$ cat src/rtl/ccl_pkg.sv
// Shared types and constants for the channel-control request scheduler.
package ccl_pkg;

  // Scheduler FSM states
  typedef enum logic [1:0] {
    ST_IDLE = 2'd0,
    ST_REQ  = 2'd1,
    ST_DATA = 2'd2,
    ST_DONE = 2'd3
  } ccl_state_e;

  // Bit positions inside the one-hot grant vector
  localparam int GNT_ERR   = 3;
  localparam int GNT_CCWF  = 2;
  localparam int GNT_ACT   = 1;
  localparam int GNT_STORE = 0;

  // Fixed word counts for the non-store sources
  localparam logic [2:0] NWD_ERR  = 3'd1;
  localparam logic [2:0] NWD_CCWF = 3'd1;
  localparam logic [2:0] NWD_ACT  = 3'd2;

  // Cycles without memory activity before the transaction is abandoned
  localparam logic [7:0] CCL_TIMEOUT = 8'd255;

  // Index of the final word for the granted source (word count minus one)
  function automatic logic [1:0] ccl_last_idx(input logic [3:0] gnt,
                                              input logic [1:0] store_nwd);
    logic [2:0] nwd;
    logic [2:0] last;
    nwd = {1'b0, store_nwd} + 3'd1;
    if (gnt[GNT_ERR])       nwd = NWD_ERR;
    else if (gnt[GNT_CCWF]) nwd = NWD_CCWF;
    else if (gnt[GNT_ACT])  nwd = NWD_ACT;
    last = nwd - 3'd1;
    return last[1:0];
  endfunction

endpackage

$ cat src/rtl/ccl_prio_enc.sv
// Fixed-priority encoder: highest-index request wins, output is one-hot or zero.
module ccl_prio_enc #(
  parameter int N = 4
) (
  input  logic [N-1:0] req,
  output logic [N-1:0] gnt
);

  // Scan from the top bit down; first set bit claims the grant
  always_comb begin
    gnt = '0;
    for (int i = N - 1; i >= 0; i--) begin
      if (req[i] && (gnt == '0)) gnt[i] = 1'b1;
    end
  end

endmodule

$ cat src/rtl/ccl_req_sched.sv
// Channel-control memory request scheduler: arbitrates four requesters onto
// one memory port, counts transferred words and aborts on memory timeout.
module ccl_req_sched
  import ccl_pkg::*;
(
  input  logic       clk_ccl_h,
  input  logic       mr_reset_h,
  input  logic       ccl_err_req_h,
  input  logic       ccl_ccwf_req_h,
  input  logic       ccl_act_flag_req_h,
  input  logic       ccl_store_req_h,
  input  logic [1:0] ccl_store_nwd_h,
  input  logic       mem_ack_h,
  input  logic       mem_wd_h,
  output logic       ccl_chan_req_h,
  output logic [3:0] ccl_grant_h,
  output logic [1:0] ccl_wd_sel_h,
  output logic       ccl_xfer_done_h,
  output logic       ccl_nxm_err_h,
  output logic       ccl_busy_h
);

  ccl_state_e state;
  logic [3:0] req_vec;
  logic [3:0] win;
  logic [3:0] grant;
  logic [1:0] wd_sel;
  logic [1:0] last_idx;
  logic [7:0] tmo;
  logic       nxm;
  logic       active;
  logic       abort;

  // Pack requests into grant-bit order for the encoder
  always_comb begin
    req_vec            = '0;
    req_vec[GNT_ERR]   = ccl_err_req_h;
    req_vec[GNT_CCWF]  = ccl_ccwf_req_h;
    req_vec[GNT_ACT]   = ccl_act_flag_req_h;
    req_vec[GNT_STORE] = ccl_store_req_h;
  end

  ccl_prio_enc #(.N(4)) u_prio_enc (
    .req (req_vec),
    .gnt (win)
  );

  // Timeout fires on the edge where the counter would step onto the limit
  assign active = (state == ST_REQ) || (state == ST_DATA);
  assign abort  = active && !mem_ack_h && !mem_wd_h && (tmo == CCL_TIMEOUT - 8'd1);

  // Idle-cycle counter: cleared on REQ entry and any memory activity
  always_ff @(posedge clk_ccl_h or posedge mr_reset_h) begin
    if (mr_reset_h)                               tmo <= '0;
    else if ((state == ST_IDLE) && (|req_vec))    tmo <= '0;
    else if (active && (mem_ack_h || mem_wd_h))   tmo <= '0;
    else if (active)                              tmo <= tmo + 8'd1;
  end

  // Arbitration, word tracking and transaction sequencing
  always_ff @(posedge clk_ccl_h or posedge mr_reset_h) begin
    if (mr_reset_h) begin
      state    <= ST_IDLE;
      grant    <= '0;
      wd_sel   <= '0;
      last_idx <= '0;
      nxm      <= 1'b0;
    end else begin
      nxm <= 1'b0;
      if (abort) begin
        state  <= ST_IDLE;
        grant  <= '0;
        wd_sel <= '0;
        nxm    <= 1'b1;
      end else begin
        case (state)
          ST_IDLE: if (|req_vec) begin
            state    <= ST_REQ;
            grant    <= win;
            last_idx <= ccl_last_idx(win, ccl_store_nwd_h);
            wd_sel   <= '0;
          end
          // A word strobe only counts here once the request is accepted
          ST_REQ: if (mem_ack_h) begin
            if (mem_wd_h && (wd_sel == last_idx)) state <= ST_DONE;
            else begin
              state <= ST_DATA;
              if (mem_wd_h) wd_sel <= wd_sel + 2'd1;
            end
          end
          ST_DATA: if (mem_wd_h) begin
            if (wd_sel == last_idx) state <= ST_DONE;
            else                    wd_sel <= wd_sel + 2'd1;
          end
          ST_DONE: begin
            state  <= ST_IDLE;
            grant  <= '0;
            wd_sel <= '0;
          end
          default: state <= ST_IDLE;
        endcase
      end
    end
  end

  assign ccl_chan_req_h  = (state == ST_REQ);
  assign ccl_grant_h     = grant;
  assign ccl_wd_sel_h    = wd_sel;
  assign ccl_xfer_done_h = (state == ST_DONE);
  assign ccl_nxm_err_h   = nxm;
  assign ccl_busy_h      = (state != ST_IDLE);

endmodule

$ cat config.mk
export PLATFORM = sky130hd
export DESIGN_NAME = ccl_req_sched
export DESIGN_NICKNAME = d
export VERILOG_FILES = /design/src/rtl/ccl_pkg.sv /design/src/rtl/ccl_prio_enc.sv /design/src/rtl/ccl_req_sched.sv
export SDC_FILE = /design/constraint.sdc
export NUM_CORES = 1
export LEC_CHECK = 0
export CAP_MARGIN = 5
export CELL_PAD_IN_SITES_DETAIL_PLACEMENT = 0
export CELL_PAD_IN_SITES_GLOBAL_PLACEMENT = 1
export CORE_ASPECT_RATIO = 2
export CORE_MARGIN = 2
export CORE_UTILIZATION = 39
export DETAILED_ROUTE_END_ITERATION = 8
export PLACE_DENSITY = 0.75
export SLEW_MARGIN = 20
export SYNTH_ARGS = -nofsm -noshare
export SYNTH_HDL_FRONTEND = slang
export SYNTH_HIERARCHICAL = 1
export SYNTH_SLANG_ARGS = --single-unit
$ cat constraint.sdc
create_clock -name clk_ccl_h -period 3.2 [get_ports clk_ccl_h]
set_input_delay 0.32 -clock clk_ccl_h [delete_from_list [all_inputs] [get_ports clk_ccl_h]]
set_output_delay 0.32 -clock clk_ccl_h [all_outputs]
set_load 0.02 [all_outputs]
==> results.sh, run 1 <==
export IMPL_status="finished, final reports clean"
export IMPL_cts_buffers=3
export IMPL_setup_violations=0
export IMPL_finalClockSkew_ps=7.22
export IMPL_finalWorstSetupSlack_ps=789
export IMPL_leakagePower_nw=0.649
export IMPL_multi_input_area_sq_um=679
export IMPL_register_area_sq_um=475
export IMPL_synthArstFlopShare=1.00
export IMPL_drtIter0Drc=22
export IMPL_reg2reg_depth=7
export IMPL_grt_max_degree=20
export IMPL_wl_per_cell_um=15.9
export IMPL_max_freq_ghz=0.415
export IMPL_crit_slowest_cell="or3b_1"
export IMPL_dieArea_sq_mm=0.00358
export IMPL_yosysWarnings=6
export IMPL_maxCapViolations=0
export IMPL_nFillCells=314
export IMPL_powerDensity_mw_per_mm2=785
export IMPL_ctsResizeCount=0
export IMPL_finalHoldViolCount=0
export IMPL_diodes=0
export IMPL_cts_setup_buffers=0
export IMPL_drc=0
export IMPL_avgSynthCellArea_sq_um=8.88
export IMPL_grt_pass1_vias=1081
export IMPL_die_w_um=43.3
export IMPL_syn_to_final_growth_pct=21.7
export IMPL_vias=1087
export IMPL_rsz0062_at_grt="false"
export IMPL_start_kind="flop"
export IMPL_tns_ps=0
export IMPL_drive_gt1_frac=0.0510
export IMPL_post_route_period_util=0.753
export IMPL_end_kind="flop"
export IMPL_synth_edf_count=0
export IMPL_wirelength_um=2980
export IMPL_syn_instance_count=136
export IMPL_synth_flop_cell="dfrtp_1"
export IMPL_maxSlewHeadroom=0.499
export IMPL_die_h_um=82.7
export IMPL_core_sq_mm=0.00294
export IMPL_start_util=0.410
export IMPL_h_tree_depth=1
export IMPL_critPathMaxStageDelay_ps=520
export IMPL_holdBufCountCts=0
export IMPL_ios=20
export IMPL_rrSetupSlack_ps=790
export IMPL_port_buffers=19
export IMPL_hpwlAfterDp_um=2390
export IMPL_ir_drop_mv=0.368
export IMPL_ys_ff_latch=19
export IMPL_rows=28
export IMPL_final_cells=187
export IMPL_grt_pass1_wl_um=4940
export IMPL_tritoncts="built"
export IMPL_gp_congestion=0.784
export IMPL_cp_arrival_ps=2550
export IMPL_cts_sinks=19
export IMPL_synth_area_sq_mm=0.00121
export IMPL_grt_total_usage=0.184
export IMPL_drtPass1Iterations=4
export IMPL_cts_root_buf="clkbuf_8"
export IMPL_post_place_ws_ps=802
export IMPL_hp_class="in2async"
export IMPL_synth_area_leader_cell="dfrtp_1"
export IMPL_cp_cell_sequence="inv_1, ha_1, or3b_1, nor4_4, buf_4, nor3_2, mux2_1"
export IMPL_tightestPinTransition_ps=750
export IMPL_synth_seq_area_share=0.394
export IMPL_min_period_ps=2410
export IMPL_path_delay_family="simple AND/OR/NAND/NOR gates"
export IMPL_crit_type="reg2reg"
export IMPL_critPathRequiredTime_ps=3340
export IMPL_path_max_fanout=10
export IMPL_drt_antenna_violating_nets=0
export IMPL_gr_total_overflow=0
export IMPL_dp_cells=183
export IMPL_worstSetupPathDepth=7
export IMPL_synthTopCellsByArea="dfrtp_1 39%, ha_1 6.2%, a21oi_1 5.8%, nor2_1 5.0%, o21ai_0 3.7%"
export IMPL_synth_top_area_share=0.394
export IMPL_routed_via_density=5.81
export IMPL_synth_nets=152
export IMPL_post_synth_num_cell_types=39
export IMPL_finalMaxSlewViolations=0
export IMPL_antenna_found_initial=0
export IMPL_cp_buffers_inverters=2
export IMPL_clk_pin_slew_ps=70
export IMPL_clock_latency_ps=250
export IMPL_fin_nets=174
export IMPL_ctsLongestPathBuffers=2
cells in the mapped netlist, types with 2 or more instances:
cell	n
nand3_1	5
nor3b_1	5
o211ai_1	2
xor2_1	2
a211oi_1	2
a31oi_1	3
ha_1	6
nor2b_1	2
nand2_1	7
clkbuf_1	2
and2_1	5
and3_1	2
a22oi_1	2
o21ai_0	9
nor2_1	16
nor3_1	4
a21oi_1	14
mux2_1	2
o31ai_1	2
inv_1	7
dfrtp_1	19
state kept, by name, summed over array words and instances (netlist names):
name	count
last_idx	2
state	2
ccl_grant_h	4
ccl_nxm_err_h	1
ccl_wd_sel_h	2
tmo	8
cell type report:
| type | instances | area share |
|---|---|---|
| clock buffer | 4 | 0.0307 |
| sequential | 19 | 0.324 |
| multi-input combinational | 106 | 0.463 |
| timing repair buffer | 21 | 0.140 |
| tap | 30 | 0.0256 |
| inverter | 7 | 0.0179 |
report_power, final:
part	switching (mW)	total, mW	internal, mW
Combinational	0.377	0.628	0.252
Sequential	0.0578	0.360	0.302
Clock	0.0767	0.165	0.0883
worst register-to-register path, stage by stage (launching register included):
cell and delay (ps):
dfrtp_1 430, inv_1 100, ha_1 390, or3b_1 520
nor4_4 290, buf_4 210, nor3_2 60, mux2_1 300
cells in the final DEF, fill, tap and decap left out, types with 2 or more instances in the layout:
cell             count
a211oi_1             2
nor2b_1              2
nand2_1              7
nand3_1              5
nor3b_1              5
xor2_1               2
and2_1               5
mux2_1               2
o21ai_0              9
nor2_1              16
dfrtp_1             19
o211ai_1             2
a31oi_1              3
o31ai_1              2
clkbuf_8             3
a22oi_1              2
inv_1                7
a21oi_1             14
ha_1                 6
and3_1               2
buf_4                2
clkdlybuf4s50_1     19
nor3_1               4
stage by stage:
stage               hold slack (ps)  total power [mW]  instance area [sq um]   util
global placement                497             0.995                   1420  0.484
global route                    539              1.24                   1470  0.499
floorplan                       271             0.789                   1210      -
CTS                             526              1.17                   1470  0.499
detailed placement              507              1.00                   1420  0.484
finish                          507              1.15                   1470  0.499
cells by family after synthesis:
family	share of synthesized area
AO/OA/AOI/OAI	0.196
flip-flops	0.394
adder cells (fa/ha/maj)	0.0622
multiplexers	0.0187
buffers and inverters	0.0435
AND/OR/NAND/NOR	0.272
XOR/XNOR	0.0145
layer usage:
| metal | vias to the layer above | global-route usage | part of all wire |
|---|---|---|---|
| met5 | - | 0 | 0 |
| met4 | 0 | 0.0727 | 0.010 |
| met3 | 2 | 0.0152 | 0.029 |
| met2 | 21 | 0.382 | 0.61 |
| met1 | 526 | 0.173 | 0.35 |
| li1 | 538 | - | - |
final timing paths:
path                                  start          end
min in group clk_ccl_h          last_idx[0]  last_idx[0]
max in group asynchronous        mr_reset_h       tmo[6]
worst max-delay path               state[0]  last_idx[1]
worst min register to register  last_idx[0]  last_idx[0]
worst max register to register     state[0]  last_idx[1]
worst min-delay path             mr_reset_h       tmo[0]
Power figures use the tool's default switching activity.
==> inputs of run 2 (changes only) <==
--- a/config.mk
+++ b/config.mk
@@ -10,9 +10,9 @@
 export CELL_PAD_IN_SITES_GLOBAL_PLACEMENT = 1
 export CORE_ASPECT_RATIO = 2
 export CORE_MARGIN = 2
-export CORE_UTILIZATION = 39
+export CORE_UTILIZATION = 35
 export DETAILED_ROUTE_END_ITERATION = 8
-export PLACE_DENSITY = 0.75
+export PLACE_DENSITY = 0.71
 export SLEW_MARGIN = 20
 export SYNTH_ARGS = -nofsm -noshare
 export SYNTH_HDL_FRONTEND = slang
==> constraint.sdc (replaced) <==
create_clock -name clk_ccl_h -period 2.07 [get_ports clk_ccl_h]
set_input_delay 0.207 -clock clk_ccl_h [delete_from_list [all_inputs] [get_ports clk_ccl_h]]
set_output_delay 0.207 -clock clk_ccl_h [all_outputs]
set_load 0.02 [all_outputs]
==> run 2 against run 1 <==
  * Cell area increased by 3.8%
  * Non-clock buffer count increased by 5
  * Die area increased by 11%
  * Global-route usage decreased by 1.4 points
  * Combinational power increased by 72%
  * Largest cell class unchanged
==> results.sh, run 2 (synthesized netlist as in run 1, its figures left out) <==
export IMPL_holdBufCountCts=0
export IMPL_powerDensity_mw_per_mm2=1240
export IMPL_cp_cell_sequence="inv_1, ha_4, or3b_4, or4_1, a31oi_1"
export IMPL_reg2reg_depth=5
export IMPL_path_delay_family="simple AND/OR/NAND/NOR gates"
export IMPL_r2r_start="state[1]"
export IMPL_multi_input_area_sq_um=694
export IMPL_drtPass1Iterations=4
export IMPL_dieArea_sq_mm=0.00396
export IMPL_grt_use_met3=0.0145
export IMPL_use_met1=0.164
export IMPL_drive_gt1_frac=0.105
export IMPL_finalClockSkew_ps=5.42
export IMPL_worstSetupPathDepth=5
export IMPL_ir_drop_mv=0.803
export IMPL_grtUsageMet2=0.333
export IMPL_gp_congestion=0.758
export IMPL_grt_max_degree=20
export IMPL_die_w_um=45.5
export IMPL_largest_reg_flops=8
export IMPL_rrSetupSlack_ps=100
export IMPL_end_kind="flop"
export IMPL_gr_total_overflow=0
export IMPL_drc=0
export IMPL_ctsLongestPathBuffers=2
export IMPL_critPathRequiredTime_ps=2250
export IMPL_leakagePower_nw=0.674
export IMPL_post_place_ws_ps=63.4
export IMPL_ios=20
export IMPL_vias=1112
export IMPL_critPathMaxStageDelay_ps=520
export IMPL_drtIter0Drc=13
export IMPL_crit_slowest_cell="or4_1"
export IMPL_clk_pin_slew_ps=80
export IMPL_fin_nets=179
export IMPL_h_tree_depth=1
export IMPL_port_buffers=19
export IMPL_ctsResizeCount=0
export IMPL_post_route_period_util=0.953
export IMPL_diodes=0
export IMPL_wl_per_cell_um=15.6
export IMPL_cts_setup_buffers=0
export IMPL_maxCapViolations=0
export IMPL_die_h_um=87.1
export IMPL_syn_to_final_growth_pct=26.3
export IMPL_cts_sinks=19
export IMPL_rsz0062_at_grt="false"
export IMPL_finalWorstSetupSlack_ps=97.4
export IMPL_startpoint="state[1]"
export IMPL_start_kind="flop"
export IMPL_crit_type="reg2reg"
export IMPL_grt_pass1_wl_um=4950
export IMPL_grt_pass1_vias=1124
export IMPL_clock_latency_ps=260
export IMPL_setup_violations=0
export IMPL_nFillCells=326
export IMPL_hpwlAfterDp_um=2420
export IMPL_tightestPinTransition_ps=776
export IMPL_start_util=0.361
export IMPL_rows=30
export IMPL_finalMaxSlewViolations=0
export IMPL_cp_buffers_inverters=1
export IMPL_cts_buffers=3
export IMPL_register_area_sq_um=475
export IMPL_tritoncts="built"
export IMPL_antenna_found_initial=0
export IMPL_core_sq_mm=0.00334
export IMPL_drt_antenna_violating_nets=0
export IMPL_min_period_ps=1970
export IMPL_finalHoldViolCount=0
export IMPL_p_total_mw=1.89
export IMPL_hp_class="in2async"
export IMPL_wirelength_um=3030
export IMPL_regMostFlops="tmo"
export IMPL_path_max_fanout=5
export IMPL_max_freq_ghz=0.507
export IMPL_status="finished, final reports clean"
export IMPL_cts_root_buf="clkbuf_8"
export IMPL_maxSlewHeadroom=0.482
export IMPL_mostFrequentLayoutCells="19 x dfrtp_1, 19 x clkdlybuf4s50_1, 16 x nor2_1, 14 x a21oi_1, 9 x o21ai_0"
export IMPL_grt_total_usage=0.170
export IMPL_routed_via_density=5.73
export IMPL_top_usage_layer="met2"
export IMPL_cp_arrival_ps=2150
-- run 2: cell count changes in the layout (fill, tap and decap cells not counted), sizes merged --
cell    delta
buf        +5
clkbuf     -1
clkinv     +1
-- run 2: cell type report --
| class | instances | area share |
|---|---|---|
| repair buffers | 26 | 0.159 |
| well taps | 32 | 0.0263 |
| clock inverters | 1 | 0.00328 |
| multi-input cells | 106 | 0.455 |
| clock buffers | 3 | 0.0271 |
| inverters | 7 | 0.0172 |
| flip-flops and latches | 19 | 0.312 |
-- run 2: power breakdown --
part | switching [mW] | internal [mW]
combinational | 0.621 | 0.463
clock | 0.125 | 0.134
sequential | 0.0810 | 0.467
-- run 2: final timing paths --
check,to
setup / recovery,tmo[7]
hold / removal,ccl_wd_sel_h[0]
setup reg to reg,tmo[7]
hold reg to reg,last_idx[0]
max in group asynchronous,state[1]
min in group clk_ccl_h,last_idx[0]
-- run 2: layer usage --
metal	up-vias	wire, um
met5	-	0
met3	6	89
met1	542	1050
met4	0	64
met2	24	1830
li1	540	-
-- run 2: through the flow --
stage / cells / utilization / hold WS [ps] / cell area, sq um / TNS [ps]
2_1_floorplan: 136 / - / 158 / 1220 / -37.3
3_3_place_gp: 190 / 0.442 / 499 / 1480 / 0
3_5_place_dp: 190 / 0.442 / 509 / 1480 / 0
4_1_cts: 194 / 0.456 / 398 / 1520 / 0
5_1_grt: 194 / 0.457 / 461 / 1530 / 0
6_report: 194 / 0.457 / 384 / 1530 / 0
==> inputs of run 3 (changes only) <==
--- a/config.mk
+++ b/config.mk
@@ -10,9 +10,9 @@
 export CELL_PAD_IN_SITES_GLOBAL_PLACEMENT = 1
 export CORE_ASPECT_RATIO = 2
 export CORE_MARGIN = 2
-export CORE_UTILIZATION = 35
+export CORE_UTILIZATION = 39
 export DETAILED_ROUTE_END_ITERATION = 8
-export PLACE_DENSITY = 0.71
+export PLACE_DENSITY = 0.75
 export SLEW_MARGIN = 20
 export SYNTH_ARGS = -nofsm -noshare
 export SYNTH_HDL_FRONTEND = slang
==> constraint.sdc (replaced) <==
create_clock -name clk_ccl_h -period 1.9 [get_ports clk_ccl_h]
set_input_delay 0.19 -clock clk_ccl_h [delete_from_list [all_inputs] [get_ports clk_ccl_h]]
set_output_delay 0.19 -clock clk_ccl_h [all_outputs]
set_load 0.02 [all_outputs]
==> run 3 against run 2 <==
  * Cell area is 2.4% higher
  * Setup slack lost 14 ps
  * Largest cell class unchanged
  * First-iteration DRC count is 46% lower
  * Die area fell by 9.6%
  * Clock power up 7%
  * Critical endpoint is now last_idx[1]
  * Sequential share of layout area is 0.72 points lower
  * Critical path depth increased by 1
==> results.sh, run 3 (synthesized netlist as in run 1, its figures left out) <==
export IMPL_crit_type="reg2reg"
export IMPL_cp_arrival_ps=1950
export IMPL_ir_drop_mv=0.839
export IMPL_powerDensity_mw_per_mm2=1360
export IMPL_ctsLongestPathBuffers=2
export IMPL_die_h_um=82.7
export IMPL_setup_violations=0
export IMPL_tns_ps=0
export IMPL_critPathRequiredTime_ps=2030
export IMPL_wl_per_cell_um=16.1
export IMPL_tritoncts="built"
export IMPL_drive_gt1_frac=0.132
export IMPL_path_delay_family="simple AND/OR/NAND/NOR gates"
export IMPL_port_buffers=19
export IMPL_cts_root_buf="clkbuf_8"
export IMPL_finalWorstSetupSlack_ps=83.8
export IMPL_cp_cell_sequence="inv_2, ha_4, or3b_4, nor4_4, nor3_2, mux2_1"
export IMPL_ios=20
export IMPL_syn_to_final_growth_pct=29.3
export IMPL_regMostFlops="tmo"
export IMPL_register_area_sq_um=475
export IMPL_core_sq_mm=0.00294
export IMPL_leakagePower_nw=0.710
export IMPL_max_freq_ghz=0.551
export IMPL_finalHoldWorstSlack_ps=262
export IMPL_path_max_fanout=4
export IMPL_post_place_ws_ps=30.7
export IMPL_fin_nets=184
export IMPL_drc=0
export IMPL_switching_share=0.432
export IMPL_finalHoldViolCount=0
export IMPL_tightestPinTransition_ps=577
export IMPL_die_w_um=43.3
export IMPL_routed_via_density=5.77
export IMPL_cts_sinks=19
export IMPL_power_internal_mw=1.20
export IMPL_grt_pass1_wl_um=5260
export IMPL_h_tree_depth=1
export IMPL_vias=1136
export IMPL_start_util=0.410
export IMPL_clock_latency_ps=250
export IMPL_worstSetupPathDepth=6
export IMPL_min_period_ps=1820
export IMPL_start_kind="flop"
export IMPL_maxCapViolations=0
export IMPL_wirelength_um=3170
export IMPL_mostFrequentLayoutCells="19 x dfrtp_1, 18 x clkdlybuf4s50_1, 16 x nor2_1, 14 x a21oi_1, 12 x buf_4"
export IMPL_switchingPower_uw=917
export IMPL_rows=28
export IMPL_drt_antenna_violating_nets=0
export IMPL_dieArea_sq_mm=0.00358
export IMPL_grt_total_usage=0.198
export IMPL_finalMaxSlewViolations=0
export IMPL_reg2reg_depth=6
export IMPL_pwr_share_comb=0.589
export IMPL_rsz0062_at_grt="true"
export IMPL_status="finished, final reports clean"
export IMPL_end_kind="flop"
export IMPL_nFillCells=290
export IMPL_clock_power_share=0.131
export IMPL_cts_buffers=3
export IMPL_drtPass1Iterations=4
export IMPL_antenna_found_initial=0
export IMPL_grt_pass1_vias=1210
export IMPL_maxSlewHeadroom=0.614
export IMPL_seqPwrFrac=0.280
export IMPL_cts_setup_buffers=0
export IMPL_critPathMaxStageDelay_ps=400
export IMPL_hp_class="in2async"
export IMPL_grt_max_degree=20
export IMPL_gp_congestion=0.839
export IMPL_diodes=0
export IMPL_hpwlAfterDp_um=2640
export IMPL_post_route_period_util=0.956
export IMPL_multi_input_area_sq_um=694
export IMPL_clk_pin_slew_ps=70
export IMPL_cp_buffers_inverters=1
export IMPL_final_common_cell="dfrtp_1"
export IMPL_finalClockSkew_ps=3.54
export IMPL_crit_slowest_cell="or3b_4"
export IMPL_largest_reg_flops=8
export IMPL_drtIter0Drc=7
export IMPL_gr_total_overflow=0
## run 3: layer usage
metal | up-vias | wire length [um] | track usage
li1 | 551 | - | -
met1 | 554 | 1040 | 0.176
met2 | 23 | 1950 | 0.416
met3 | 8 | 75 | 0.0152
met4 | 0 | 98 | 0.0970
met5 | - | 0 | 0
## run 3: power groups by stage
stage	Sequential [mW]	Clock, mW	Combinational, mW
after floorplan	0.646	0	0.715
after global placement	0.593	0	1.23
after detailed placement	0.602	0	1.25
after CTS	0.594	0.283	1.26
after global routing	0.608	0.300	1.38
final	0.595	0.277	1.25
## run 3: final timing paths
kind,start,slack [ps],endpoint
worst max-delay path,state[0],80,last_idx[1]
worst min-delay path,mr_reset_h,260,state[0]
worst max register to register,state[0],80,last_idx[1]
worst min register to register,last_idx[0],520,last_idx[0]
max in group asynchronous,mr_reset_h,1430,tmo[7]
min in group clk_ccl_h,last_idx[0],520,last_idx[0]
## run 3: metrics by stage
step | std cells | area (sq um) | utilization | power, mW
2_1_floorplan | 136 | 1220 | - | 1.36
3_3_place_gp | 193 | 1510 | 0.514 | 1.82
3_5_place_dp | 193 | 1510 | 0.514 | 1.86
4_1_cts | 197 | 1560 | 0.529 | 2.14
5_1_grt | 197 | 1560 | 0.531 | 2.29
6_report | 197 | 1560 | 0.531 | 2.12
## run 3: worst reg2reg max path, cell delays in order (launching register included)
cell     delay [ps]
dfrtp_1         370
inv_2            70
ha_4            260
or3b_4          400
nor4_4          200
nor3_2           90
mux2_1          310
## run 3: timing repair
item                       4_1_cts  5_1_grt
hold buffers                     0        0
gates resized for setup          0        4
setup endpoints to repair        0        6
## run 3: area by class of cell
class,count,share of cell area
inverter,7,0.0168
sequential,19,0.304
timing repair buffer,31,0.181
tap,30,0.0240
clock buffer,4,0.0288
multi-input combinational,106,0.445
